[src/rtl/alu_pkg.sv]
// Shared definitions for the ALU issue controller: opcodes, ALU select codes,
// FSM states and instruction field positions.
package alu_pkg;

    localparam logic [7:0] OP_LOADI = 8'h00;
    localparam logic [7:0] OP_MOV   = 8'h01;
    localparam logic [7:0] OP_ADD   = 8'h02;
    localparam logic [7:0] OP_SUB   = 8'h03;
    localparam logic [7:0] OP_AND   = 8'h04;
    localparam logic [7:0] OP_OR    = 8'h05;

    localparam logic [2:0] ALU_FWD = 3'b000;
    localparam logic [2:0] ALU_ADD = 3'b001;
    localparam logic [2:0] ALU_AND = 3'b010;
    localparam logic [2:0] ALU_OR  = 3'b011;

    localparam int OP_HI   = 31;
    localparam int OP_LO   = 24;
    localparam int DEST_HI = 18;
    localparam int DEST_LO = 16;
    localparam int SRC1_HI = 10;
    localparam int SRC1_LO = 8;
    localparam int SRC2_HI = 2;
    localparam int SRC2_LO = 0;
    localparam int IMM_HI  = 7;
    localparam int IMM_LO  = 0;

    typedef enum logic [1:0] {IDLE, DECODE, EXEC, WB} state_t;

    // add and sub share the adder and are the only ops that update ZERO_FLAG
    function automatic logic is_arith(input logic [7:0] op);
        return (op == OP_ADD) || (op == OP_SUB);
    endfunction

endpackage

[src/rtl/reg_file.sv]
// 8x8 register file: one synchronous write port, two combinational read
// ports and a combinational debug read port.
module reg_file (
    input  logic       CLK,
    input  logic       RESET,
    input  logic       we,
    input  logic [2:0] wr_addr,
    input  logic [7:0] wr_data,
    input  logic [2:0] rd_addr1,
    input  logic [2:0] rd_addr2,
    input  logic [2:0] dbg_addr,
    output logic [7:0] rd_data1,
    output logic [7:0] rd_data2,
    output logic [7:0] dbg_data
);

    logic [7:0][7:0] regs;

    always_ff @(posedge CLK) begin
        if (!RESET) begin
            regs <= '0;
        end else if (we) begin
            regs[wr_addr] <= wr_data;
        end
    end

    assign rd_data1 = regs[rd_addr1];
    assign rd_data2 = regs[rd_addr2];
    assign dbg_data = regs[dbg_addr];

endmodule

[src/rtl/alu_issue_ctrl.sv]
// Issues one instruction at a time to an external ALU: IDLE->DECODE->EXEC->WB.
// Define ALU_ISSUE_SUB_EN to enable opcode 0x03 (sub); otherwise it is illegal.
module alu_issue_ctrl
    import alu_pkg::*;
#(
    parameter int FWD_WAIT = 1,
    parameter int ADD_WAIT = 2
) (
    input  logic        CLK,
    input  logic        RESET,
    input  logic [31:0] INSTR,
    input  logic        INSTR_VALID,
    output logic        INSTR_READY,
    output logic [7:0]  DATA1,
    output logic [7:0]  DATA2,
    output logic [2:0]  SELECT,
    input  logic [7:0]  RESULT,
    input  logic        ZERO,
    output logic        DONE,
    output logic        ILLEGAL,
    output logic        ZERO_FLAG,
    input  logic [2:0]  DBG_ADDR,
    output logic [7:0]  DBG_DATA
);

    localparam logic [3:0] FWD_CNT = 4'(FWD_WAIT - 1);
    localparam logic [3:0] ADD_CNT = 4'(ADD_WAIT - 1);

    state_t     state, state_nxt;
    logic [7:0] op_q, imm_q;
    logic [2:0] dest_q, src1_q;
    logic [3:0] cnt;
    logic [7:0] rd1, rd2;
    logic       legal;
    logic [7:0] d1_nxt, d2_nxt;
    logic [2:0] sel_nxt;
    logic [3:0] cnt_nxt;
    logic       unused_instr;

    // Only the decoded fields are captured; the remaining bits are don't-care.
    assign unused_instr = ^{INSTR[23:19], INSTR[15:11]};

    reg_file u_rf (
        .CLK      (CLK),
        .RESET    (RESET),
        .we       (state == WB),
        .wr_addr  (dest_q),
        .wr_data  (RESULT),
        .rd_addr1 (src1_q),
        .rd_addr2 (imm_q[SRC2_HI:SRC2_LO]),
        .dbg_addr (DBG_ADDR),
        .rd_data1 (rd1),
        .rd_data2 (rd2),
        .dbg_data (DBG_DATA)
    );

    always_comb begin
        legal   = 1'b1;
        d1_nxt  = rd1;
        d2_nxt  = rd2;
        sel_nxt = ALU_FWD;
        cnt_nxt = FWD_CNT;
        case (op_q)
            OP_LOADI: d2_nxt = imm_q;
            OP_MOV:   ;
            OP_ADD: begin
                sel_nxt = ALU_ADD;
                cnt_nxt = ADD_CNT;
            end
`ifdef ALU_ISSUE_SUB_EN
            // sub runs on the adder with a two's-complemented second operand
            OP_SUB: begin
                d2_nxt  = ~rd2 + 8'd1;
                sel_nxt = ALU_ADD;
                cnt_nxt = ADD_CNT;
            end
`endif
            OP_AND:   sel_nxt = ALU_AND;
            OP_OR:    sel_nxt = ALU_OR;
            default:  legal = 1'b0;
        endcase
    end

    always_ff @(posedge CLK) begin
        if (!RESET) state <= IDLE;
        else        state <= state_nxt;
    end

    always_comb begin
        state_nxt = state;
        case (state)
            IDLE:    if (INSTR_VALID) state_nxt = DECODE;
            DECODE:  state_nxt = legal ? EXEC : IDLE;
            EXEC:    if (cnt == 4'd0) state_nxt = WB;
            WB:      state_nxt = IDLE;
            default: state_nxt = IDLE;
        endcase
    end

    always_ff @(posedge CLK) begin
        if (!RESET) begin
            op_q      <= '0;
            imm_q     <= '0;
            dest_q    <= '0;
            src1_q    <= '0;
            cnt       <= '0;
            DATA1     <= '0;
            DATA2     <= '0;
            SELECT    <= '0;
            ZERO_FLAG <= 1'b0;
        end else begin
            if (state == IDLE && INSTR_VALID) begin
                op_q   <= INSTR[OP_HI:OP_LO];
                dest_q <= INSTR[DEST_HI:DEST_LO];
                src1_q <= INSTR[SRC1_HI:SRC1_LO];
                imm_q  <= INSTR[IMM_HI:IMM_LO];
            end
            // operands latch here so dest==src sees pre-write values
            if (state == DECODE && legal) begin
                DATA1  <= d1_nxt;
                DATA2  <= d2_nxt;
                SELECT <= sel_nxt;
                cnt    <= cnt_nxt;
            end
            if (state == EXEC) cnt <= cnt - 4'd1;
            if (state == WB && is_arith(op_q)) ZERO_FLAG <= ZERO;
        end
    end

    assign INSTR_READY = RESET && (state == IDLE);
    assign DONE        = (state == WB);
    assign ILLEGAL     = (state == DECODE) && !legal;

endmodule

[config.mk]
export PLATFORM = sky130hd
export DESIGN_NAME = alu_issue_ctrl
export DESIGN_NICKNAME = d
export VERILOG_FILES = /design/src/rtl/alu_pkg.sv /design/src/rtl/reg_file.sv /design/src/rtl/alu_issue_ctrl.sv
export SDC_FILE = /design/constraint.sdc
export NUM_CORES = 1
export LEC_CHECK = 0
export CORE_ASPECT_RATIO = 2
export CORE_MARGIN = 3
export CORE_UTILIZATION = 40
export DETAILED_ROUTE_END_ITERATION = 6
export PLACE_DENSITY = 0.72
export SYNTH_ARGS = -nofsm -noshare
export SYNTH_HDL_FRONTEND = slang
export SYNTH_SLANG_ARGS = --single-unit
[constraint.sdc]
create_clock -name CLK -period 2.3 [get_ports CLK]
set_clock_uncertainty 0.2 [all_clocks]
set_input_delay 0.345 -clock CLK [delete_from_list [all_inputs] [get_ports CLK]]
set_output_delay 0.345 -clock CLK [all_outputs]
set_load 0.03 [all_outputs]
== Yosys cells after proc, flatten, opt, wreduce, memory -nomap -nowiden ==
Cells that the tools add are included.

* Register bits: 112

* Add/sub/neg operators: 1
* $lt $le $gt $ge: 5
* Equality and inequality tests: 10
* Mux-type cells: 19
* Reductions and logical operators: 14

{| class="wikitable"
|+ Operators with widths
! operator !! count
|-
| 8-bit binary-select mux with 3-bit select || 3
|-
| 64-bit bitwise mux || 1
|-
| 8-bit 2-to-1 mux || 5
|-
| 8-bit demux with 3-bit select || 1
|-
| 8-bit by 2-bit equality test with 1-bit output (second input constant) || 2
|-
| 8-bit by 3-bit equality test with 1-bit output (second input constant) || 2
|-
| 3-bit by 4-bit less-than comparator with 1-bit output (second input constant) || 4
|-
| 8-bit by 1-bit equality test with 1-bit output (second input constant) || 1
|-
| 8-bit logical NOT || 1
|-
| 4-bit 2-to-1 mux || 2
|-
| 2-bit case mux with 4 select lines || 1
|-
| 1-bit logical AND || 6
|-
| 2-bit 2-to-1 mux || 3
|-
| 2-bit case mux with 3 select lines || 1
|-
| 5-bit OR reduction || 1
|-
| 2-bit equality test (second input constant) || 2
|-
| 4-bit logical NOT || 1
|-
| 2-bit != test (second input constant) || 2
|-
| 4-bit by 1-bit subtractor with 4-bit output (second input constant) || 1
|-
| 3-bit by 1-bit greater-or-equal comparator with 1-bit output (second input constant) || 1
|-
| 2-bit by 1-bit equality test with 1-bit output (second input constant) || 1
|-
| 2-bit logical NOT || 1
|-
| 1-bit 2-to-1 mux || 2
|-
| 2-bit AND reduction || 1
|-
| 3 further kinds || 3
|}

== Depth between registers and ports, before layout ==
Gate-level depths: netlist (run 1).

* Word-level depth: 6
* Depth in mapped cells: 6
* Mapped depth without buffers: 5

== Cells and area by module ==
From an unflattened synthesis (run 1), not the netlist that was laid out.

* Cells, all modules: 580
* Area total of the unflattened synthesis: 6148.4 um2

{| class="wikitable"
|+ Modules (own cells, without submodules)
! module !! instances !! cells an instance !! area each (um2) !! seq. area each (um2)
|-
| reg_file || 1 || 359 || 4169.0 || 1281.2
|-
| alu_issue_ctrl || 1 || 221 || 1979.4 || 940.9
|}

== Worst setup path before layout (run 1) ==
Ideal clock, no wire load.

* Path kind: input to output
* Start: input port DBG_ADDR[0]
* End: output port DBG_DATA[0]
* Arrival: 1.886 ns
* Slack: -0.131 ns
* Cell stages on the path: 4
* Cell sequence: clkbuf_1 -> buf_2 -> mux4_2 -> mux2_2

* Word-level cells in the longest chain between the ends: 2

{| class="wikitable"
|+ Ends and longest elaborated chain
! element !! RTL line !! text
|-
| from (decl) || alu_issue_ctrl.sv:22 || <nowiki>input logic [2:0] DBG_ADDR,</nowiki>
|-
| 8-bit binary-select mux with 3-bit select || reg_file.sv:29 || <nowiki>assign dbg_data = regs[dbg_addr];</nowiki>
|-
| 8-bit 2-to-1 mux (not written as such) || reg_file.sv:29 ||
|-
| to (decl) || alu_issue_ctrl.sv:23 || <nowiki>output logic [7:0] DBG_DATA</nowiki>
|}

Every way passes these cells. The select of a mux whose other input is x is not followed.

== Worst setup path after layout (run 1) ==
* Start: input port DBG_ADDR[0]
* End: output port DBG_DATA[7]

Same word-level chain as after synthesis.

==> results of run 1 <==
==> layer usage <==
layer | GRT usage | vias to the layer above | routed length (um)
met5 | 0 | - | 0
met1 | 0.215 | 2359 | 5720
met2 | 0.374 | 201 | 8860
li1 | - | 2243 | -
met3 | 0.0409 | 81 | 775
met4 | 0.152 | 0 | 1090
==> per-stage QoR <==
| stage | std cells | setup WS, ns | setup TNS (ns) | power [mW] | util |
|---|---|---|---|---|---|
| 2_1_floorplan | 596 | 0.0408 | 0 | 2.49 | - |
| 3_3_place_gp | 823 | -0.266 | -1.94 | 2.73 | 0.477 |
| 3_5_place_dp | 823 | -0.289 | -2.10 | 2.74 | 0.477 |
| 4_1_cts | 844 | 0.0203 | 0 | 4.28 | 0.503 |
| 5_1_grt | 844 | 0.00301 | 0 | 4.42 | 0.503 |
| 6_report | 844 | 0.0778 | 0 | 4.26 | 0.503 |
==> flip-flops by register name (all words and copies together) (netlist names), named ones only <==
name	count
u_rf.regs	64
DATA2	8
imm_q	8
DATA1	8
src1_q	3
dest_q	3
op_q	8
SELECT	2
cnt	4
ZERO_FLAG	1
state	1
==> power by group <==
part | total, mW | internal, mW | leakage, nW | switching, mW
logic | 0.663 | 0.306 | 1.45 | 0.357
clock network | 1.54 | 0.831 | 0.142 | 0.707
registers | 2.05 | 1.99 | 0.900 | 0.0677
total | 4.26 | 3.12 | 2.49 | 1.13
==> how the worst max path moves through the flow <==
stage                           start           to  depth (start not counted)
after floorplan           DBG_ADDR[1]  DBG_DATA[0]                          4
after global placement    DBG_ADDR[0]  DBG_DATA[0]                          5
after detailed placement  DBG_ADDR[0]  DBG_DATA[2]                          5
after CTS                     op_q[3]      ILLEGAL                          4
after global routing         state[0]         DONE                          3
final                     DBG_ADDR[0]  DBG_DATA[7]                          5
==> synthesized netlist by cell type, types with 2 or more instances <==
cell and number:
nor2b_1 19, dfxtp_1 111, mux2i_1 25, inv_1 3
ha_1 2, nand2_1 107, nand2b_1 9, o21ai_1 7
a21boi_0 72, a31oi_1 9, nand3b_1 5, buf_2 9
a21oi_1 9, or3_1 3, o22ai_1 2, buf_6 2
or4_1 2, nor2_1 12, buf_1 6, o21ai_0 66
mux4_2 48, clkbuf_1 39, mux2_2 13, and2_1 2
==> timing repair <==
| action | in CTS | in global routing |
|---|---|---|
| hold endpoints to repair | 0 | 0 |
| setup endpoints to repair | 10 | 10 |
| buffers inserted | 3 | 0 |
| cloned | 2 | 0 |
| resized for setup | 14 | 4 |
==> cell type report <==
type	count	area, um^2
clock buffers	13	270
clock inverters	3	25.0
fillers	1332	6980
inverters	3	11.3
multi-input cells	425	3340
flip-flops and latches	111	2220
well taps	189	236
repair buffers	100	961
==> cells by family after synthesis <==
kind of cell	Yosys count	share of synthesized area
other	1	0.000645
and+or+nand+nor	168	0.135
AOI/OAI and AO/OA	168	0.180
buffers and inverters	60	0.0439
adders and majority gates	2	0.00430
DFF	111	0.382
muxes	86	0.254
==> worst max-delay path, cell delays in order <==
cell and delay (ns):
buf_2 0.18, buf_12 0.17, mux4_2 0.51, mux2_2 0.30, buf_4 0.17
==> out/metrics.yaml, run 1 <==
outcome: "finished, final reports clean"
fin_crit_sh: 0.966
finalNetCount: 699
clock_path_buffers: 2
syn_area_um2: 5820
rr_endpoint: "DATA1[3]"
synth_edf_count: 0
avgSynthCellArea_um2: 9.76
r2r_start: "op_q[3]"
yosysTopAreaCell: "dfxtp_1"
die-area_um2: 16100
ant_nets: 0
grt_pass1_wl_um: 26400
gp_congestion: 0.924
synthDominantCellAreaShare: 0.382
grt_overflow: 0
cts-root-buf: "clkbuf_16"
dr.pass1.iters: 5
crit_path_max_fanout: 8
fp.dieH_um: 177
io_pins: 78
min-delay-start: "RESET"
synth-async-reset-ratio: 0
fp.dieW_um: 91.3
synth_seq_cells: 111
reg2reg_depth: 6
slew_violations: 0
num_antenna_cells: 0
synthFlopType: "dfxtp_1"
routed_wl_um: 16500
leakage_nw: 2.49
rows: 61
setup_viol: 0
drt_iter0_drc: 449
criticalPathCategory: "in2out"
hpwl_um: 11900
yosysSeqAreaShare: 0.382
relSlewSlack: 0.393
timing.fmax_mhz: 450
holdWs_ns: 0.0793
start_util: 0.414
syn_nets: 645
p_per_area_nw_per_um2: 602
worstPathArrival_ns: 1.68
end_kind: "output pin"
rsz0062_at_grt: "no"
grt_max_degree: 111
grt_usage: 0.210
reg2reg_slack_ns: 0.14
maxCapViolCount: 0
postCtsHoldBufs: 0
required_ns: 1.75
coreArea_um2: 14000
final_cell_mix: "dfxtp_1, nand2_1, a21boi_0"
numCtsBuffers: 9
drive_gt1_frac: 0.194
cts_tree: "done"
first_global_vias: 5032
vias: 4884
cp-start-kind: "input port"
wl_per_cell_um: 19.5
mostFrequentLayoutCell: "dfxtp_1"
cts_max_level: 3
clock_sinks: 111
synth_area_leaders: "dfxtp_1, mux4_2, a21boi_0"
synthCells: 596
via_per_inst: 5.79
path_clk_slew_ns: 0.07
ys_warn_count: 0
period_minus_slack_ns: 2.22
peakVddDrop_v: 0.000320
placed_area_um2: 6700
final_cell_area_um2: 7070
ys_types: 38
drc_errors: 0
io_buffers: 66
syn_to_final_growth_pct: 21.5
hold_end: "state[0]"
hold_depth: 3
antenna_found_initial: 0
clk_latency_ns: 0.35
hold_viol_final: 0
min_path_type: "in2reg"
worstMarginPinSlew_ns: 0.910
No activity file was read; power rests on OpenSTA's default activity.
==> run 2, diff against run 1 <==
--- a/config.mk
+++ b/config.mk
@@ -7,9 +7,9 @@
 export LEC_CHECK = 0
 export CORE_ASPECT_RATIO = 2
 export CORE_MARGIN = 3
-export CORE_UTILIZATION = 40
+export CORE_UTILIZATION = 50
 export DETAILED_ROUTE_END_ITERATION = 6
-export PLACE_DENSITY = 0.72
+export PLACE_DENSITY = 0.85
 export SYNTH_ARGS = -nofsm -noshare
 export SYNTH_HDL_FRONTEND = slang
 export SYNTH_SLANG_ARGS = --single-unit
==> run 2 against run 1 <==
Effect of this change: count of clock-buffer cells in the layout is 1 lower; final area is 0.30% higher; non-clock buffer count is 9 higher; critical path depth is 1 higher; power is 3.1% higher; flip-flop and latch count stayed put; core utilization is 12 points higher; first-iteration DRC count is 2.9% higher; routed wire length is 3.0% higher; register-to-register slack worse by 0.06 ns; sequential power hardly changed; worst hold slack better by 0.025 ns.
==> out/metrics.yaml, run 2 (synthesis results as in run 1) <==
gp_congestion: 0.878  # was 0.924
cp_slowest_stage_delay_ns: 0.53  # was 0.51 ns
num_antenna_cells: 0  # unchanged
final-seq-area_um2: 2220  # about the same
drt_iter0_drc: 462  # was 449
hpwl_um: 11900  # about the same
ant_nets: 0  # unchanged
min_path_type: "in2reg"  # unchanged
cp_top_family: "multiplexers"  # unchanged
relSlewSlack: 0.388  # was 0.393
drive_gt1_frac: 0.201  # was 0.194
fp.dieH_um: 159  # was 177 um
grt_max_degree: 111  # unchanged
final_cell_mix: "dfxtp_1, nand2_1, a21boi_0"  # unchanged
p_per_area_nw_per_um2: 619  # was 602 nW/um^2
end_kind: "output pin"  # unchanged
io_buffers: 66  # unchanged
rows: 55  # was 61
maxCapViolCount: 0  # unchanged
placed_area_um2: 6670  # was 6700 um^2
timing.fmax_mhz: 441  # was 450 MHz
finalNonFillerCells: 805  # was 844
hold_viol_final: 0  # unchanged
multi_input_area_um2: 3350  # was 3340 um^2
worstPathArrival_ns: 1.72  # was 1.68 ns
fp.dieW_um: 82.3  # was 91.3 um
io_pins: 78  # unchanged
largest-register: "u_rf.regs"  # unchanged
grt_pass1_wl_um: 26400  # about the same
die-area_um2: 13000  # was 16100 um^2
cts-root-buf: "clkbuf_16"  # unchanged
mostFrequentLayoutCell: "dfxtp_1"  # unchanged
r2r_start: "op_q[3]"  # unchanged
grt_usage: 0.268  # was 0.210
clock_path_buffers: 2  # unchanged
cp-start-kind: "input port"  # unchanged
routed_wl_um: 16900  # was 16500 um
worst_path_most_repeated_cell: "buf_6"
numCtsBuffers: 9  # unchanged
cts_tree: "done"  # unchanged
slew_violations: 0  # unchanged
finalNetCount: 708  # was 699
crit_path_max_fanout: 8  # unchanged
crit_buf_inv: 4  # was 3
setup_viol: 0  # unchanged
period_minus_slack_ns: 2.27  # was 2.22 ns
antenna_found_initial: 0  # unchanged
leakage_nw: 2.54  # was 2.49 nW
dr.pass1.iters: 6  # was 5
path_clk_slew_ns: 0.07  # about the same
criticalPathCategory: "in2out"  # unchanged
worstMarginPinSlew_ns: 0.918  # was 0.910 ns
via_per_inst: 6.32  # was 5.79
tns_ns: 0  # unchanged
required_ns: 1.75  # about the same
fin_crit_sh: 0.986  # was 0.966
crit_start: "DBG_ADDR[0]"  # unchanged
clock_sinks: 111  # unchanged
largest_reg_flops: 64  # unchanged
worstPathCellList: "buf_4 -> buf_6 -> buf_12 -> mux4_2 -> mux2_4 -> buf_6"  # was buf_2 -> buf_12 -> mux4_2 -> mux2_2 -> buf_4
final_cell_area_um2: 7090  # was 7070 um^2
grt_overflow: 0  # unchanged
cpMaxStageDelayCell: "mux4_2"  # unchanged
vias: 5086  # was 4884
min-delay-start: "RESET"  # unchanged
fill_cells: 882  # was 1332
syn_to_final_growth_pct: 21.8  # was 21.5%
drc_errors: 0  # unchanged
wl_per_cell_um: 21.1  # was 19.5 um
first_global_vias: 5163  # was 5032
start_util: 0.512  # was 0.414
clk_latency_ns: 0.35  # about the same
cts_max_level: 3  # unchanged
dp.cells: 784  # was 823
coreArea_um2: 11400  # was 14000 um^2
outcome: "finished, final reports clean"  # unchanged
peakVddDrop_v: 0.000501  # was 0.000320 V
[run 2: cell count changes in the layout (fill, tap and decap cells not counted), sizes merged]
| cell | previous run | this run |
|---|---|---|
| bufinv | 0 | 2 |
| clkbuf | 13 | 12 |
| bufbuf | 1 | 0 |
| buf | 45 | 54 |
| clkinv | 1 | 0 |
| clkdlybuf4s15 | 0 | 1 |
| inv | 4 | 3 |
[run 2: repair_timing]
| action | in CTS | in global routing |
|---|---|---|
| buffers inserted | 3 | 2 |
| hold buffers | 0 | 0 |
| cloned | 0 | 1 |
| endpoints found under the setup margin | 10 | 22 |
| resized for setup | 24 | 14 |
| pin swaps | 0 | 1 |
[run 2: final timing paths]
| path | to | slack, ns | cells past startpoint |
|---|---|---|---|
| setup / recovery | DBG_DATA[0] | 0.03 | 6 |
| hold / removal | state[0] | 0.10 | 3 |
| setup reg to reg | SELECT[1] | 0.08 | 7 |
| hold reg to reg | imm_q[5] | 0.28 | 2 |
[run 2: where the power goes]
group | leakage [nW] | internal, mW | switching, mW
Sequential | 0.900 | 1.99 | 0.0690
Combinational | 1.49 | 0.307 | 0.363
Clock | 0.149 | 0.980 | 0.679
Total | 2.54 | 3.27 | 1.11
[run 2: cell type report]
cell class / instances / share of cell area
timing repair buffer: 109 / 0.143
sequential: 111 / 0.313
inverter: 3 / 0.00159
multi-input combinational: 425 / 0.472
tap: 142 / 0.0251
clock buffer: 12 / 0.0348
clock inverter: 3 / 0.00953
[run 2: worst min-delay path, stage by stage]
cell	delay (ns)
buf_2	0.11
nand2b_1	0.10
nor2_1	0.05
[run 2: metal layers]
| layer | vias to the layer above | routed length (um) | GRT usage |
|---|---|---|---|
| met3 | 78 | 978 | 0.0385 |
| li1 | 2268 | - | - |
| met4 | 0 | 1090 | 0.195 |
| met5 | - | 0 | 0 |
| met1 | 2472 | 5730 | 0.288 |
| met2 | 268 | 9150 | 0.463 |
[run 2: stage by stage]
step / power (mW) / hold WS (ns) / util / setup WS, ns
2_1_floorplan: 2.49 / 0.244 / - / 0.0408
3_3_place_gp: 2.71 / 0.256 / 0.587 / -0.577
3_5_place_dp: 2.73 / 0.270 / 0.587 / -0.590
4_1_cts: 4.38 / 0.0951 / 0.621 / 0.00843
5_1_grt: 4.52 / 0.0990 / 0.624 / -0.0139
6_report: 4.39 / 0.105 / 0.624 / 0.0324
==> edit (settings of run 2) <==
Add a define of `ALU_ISSUE_SUB_EN`.
--- a/src/rtl/alu_issue_ctrl.sv
+++ b/src/rtl/alu_issue_ctrl.sv
@@ -2,2 +2,4 @@
 // Define ALU_ISSUE_SUB_EN to enable opcode 0x03 (sub); otherwise it is illegal.
+`define ALU_ISSUE_SUB_EN
+
 module alu_issue_ctrl
Behaviour: not the same (Yosys sat finds a counterexample within 4 cycles, from zero or initial values and one cycle with RESET low).
==> edit against run 2 <==
  * Power increased by 2.1%
  * Largest cell class unchanged
  * Worst setup slack got worse by 0.22 ns
  * Synthesized area increased by 5.0%
  * Routed wire length is 11% higher
  * Sequential cell count stayed put
  * The flow now finishes with violations (negative setup slack)
  * Core utilization rose by 3.9 points
  * Worst hold slack better by 0.0050 ns
  * Largest power group unchanged
  * Cell area is 11% higher
  * Critical path type is now flop to flop
  * Non-clock buffer count up 39
==> edit: results (changes against run 2) <==
The run finished, with violations left. The checks that failed: negative setup slack. Global-route wire length before repair: 28600 um (+8.2%). For the relative slew slack, the log shows 0.646 (+0.258). Final worst slack: -0.185 ns (-0.217 ns). The register bank with the most flops was u_rf.regs. The run gives 52 (+37%) as the distinct cell type count of the synthesized netlist. The worst vdd rail ir drop is 0.000563 V (+12%). Net switching power figure: 1.21 mW (+8.9%).

The post-synthesis compound-gate area fraction works out to 0.0905 (-0.0897). The setup slack after placement is -0.614 ns (-0.0240 ns). The instance count after placement with tap cells included was 803 (+2.4%); the number of DRC violations after detailed-routing iteration 0 was 406 (-12%). Per-cell via count in the routed design: 6.31 (about the same).

The met1 usage was 0.263 (-0.0241); the total routed wirelength was 18800 um (+11%). The tools report the instance area at placement as 0.00733 mm^2 (+10%). The logs give 0 (unchanged) for the number of antenna violations at the first check in global routing and 0.364 (-0.0182) for the sequential share of the synthesized area. The overall fraction of global-route tracks in use was 0.270 (+0.00151); the number of global-route vias before repair was 5533 (+7.2%).

The final estimated routing congestion in global placement is 0.962 (+9.6%), and the fraction of power spent switching nets is 0.270 (+0.0170). The tools report the global routing met3 resource utilization as 0.0477 (+0.00921). After synthesis, the cell types taking the most area are sky130_fd_sc_hd__dfxtp_1 36%, sky130_fd_sc_hd__mux4_2 15%, sky130_fd_sc_hd__mux2i_1 13%.

For the number of fill cells in the layout, the log shows 811 (-8.0%). The mux cell area share after synthesis is 0.335 (+0.0807), and the number of nets in the layout is 731 (+3.2%). The run gives 6150 um (+7.3%) as the met1 wire length.

The deepest level of the CTS H-tree is 3 (unchanged). The area share of xor/xnor cells in the synthesized design was 0.00143 (+0.00143). The setup-violating endpoint count in the final report is 5 (+5). The run gives 0.487 (+0.0238) as the met2 layer usage reported by global route. The run gives 623 (-3.4%) as the net count of the mapped netlist. The fraction of the mapped netlist area in adder cells is 0.00614 (+0.00184), and the number of post-CTS setup repair buffers is 5 (+2). The setup TNS after final layout is -0.458 ns (-0.458 ns). The wire length on met2 came out at 10100 um (+10%). For the post-cts gate resize count, the log shows 34 (+42%). The static power due to leakage is 2.98 nW (+18%), and the peak fanout along the critical path is 14 (+6). The length of routed met3 wiring is 1040 um (+6.5%), and the gate count after technology mapping is 573 (-3.9%).

Area taken by multi-input logic gates: 0.00374 mm^2 (+12%). Ranked by instance count, the synthesized netlist is headed by 111 x sky130_fd_sc_hd__dfxtp_1, 79 x sky130_fd_sc_hd__mux2i_1, 66 x sky130_fd_sc_hd__nand2_1, 66 x sky130_fd_sc_hd__nor2b_1, 40 x sky130_fd_sc_hd__mux4_2. The maximum number of pins on one net before global-route repair is 44 (-60%), and the total iterations of the first detailed-routing run is 5 (-1). The half-perimeter wire length after placement came out at 12700 um (+7.3%).

The routed wire length per instance was 22.6 um (+7.5%); the share of post-route cells with drive strength above 1 was 0.273 (+0.0720). The combinational cell fraction of total power is 0.180 (+0.027). Data arrival time of the critical path: 2.53 ns (+0.81 ns).
-- edit: cell count changes in the layout (fill, tap and decap cells not counted), moves of 4 or more --
cell | run 2 | this run
sky130_fd_sc_hd__o21ai_0 | 66 | 9
sky130_fd_sc_hd__mux2i_1 | 25 | 76
sky130_fd_sc_hd__a21boi_0 | 72 | 25
sky130_fd_sc_hd__nor2b_1 | 19 | 66
sky130_fd_sc_hd__nand2_1 | 107 | 65
sky130_fd_sc_hd__buf_4 | 42 | 70
sky130_fd_sc_hd__o211a_1 | 1 | 9
sky130_fd_sc_hd__o21ai_1 | 7 | 0
sky130_fd_sc_hd__buf_12 | 3 | 8
sky130_fd_sc_hd__or3_1 | 3 | 8
sky130_fd_sc_hd__buf_6 | 4 | 8
sky130_fd_sc_hd__mux2_2 | 11 | 7
sky130_fd_sc_hd__nand3_1 | 1 | 5
sky130_fd_sc_hd__nand3b_1 | 5 | 1
-- edit: worst reg2reg max path: cells and delay by family, from the launching register on --
family | cells | cell delay (ns)
compound gates | 2 | 0.62
mux | 2 | 0.75
buf+inv | 1 | 0.16
fa+ha+maj | 1 | 0.23
flops | 1 | 0.34
simple gates | 1 | 0.07
-- edit: worst paths after layout --
check,from,end,slack [ns],depth (start not counted)
setup / recovery,imm_q[2],DATA2[6],-0.18,7
hold / removal,RESET,state[0],0.11,3
setup reg to reg,imm_q[2],DATA2[6],-0.18,7
hold reg to reg,op_q[6],op_q[6],0.28,2
-- edit: final cells by class --
type                            instances  area share
Clock inverter                          6     0.00876
Sequential cell                       111       0.283
Tap cell                              145      0.0231
Clock buffer                           10      0.0304
Multi-Input combinational cell        408       0.476
Inverter                                3     0.00143
Timing Repair Buffer                  148       0.177
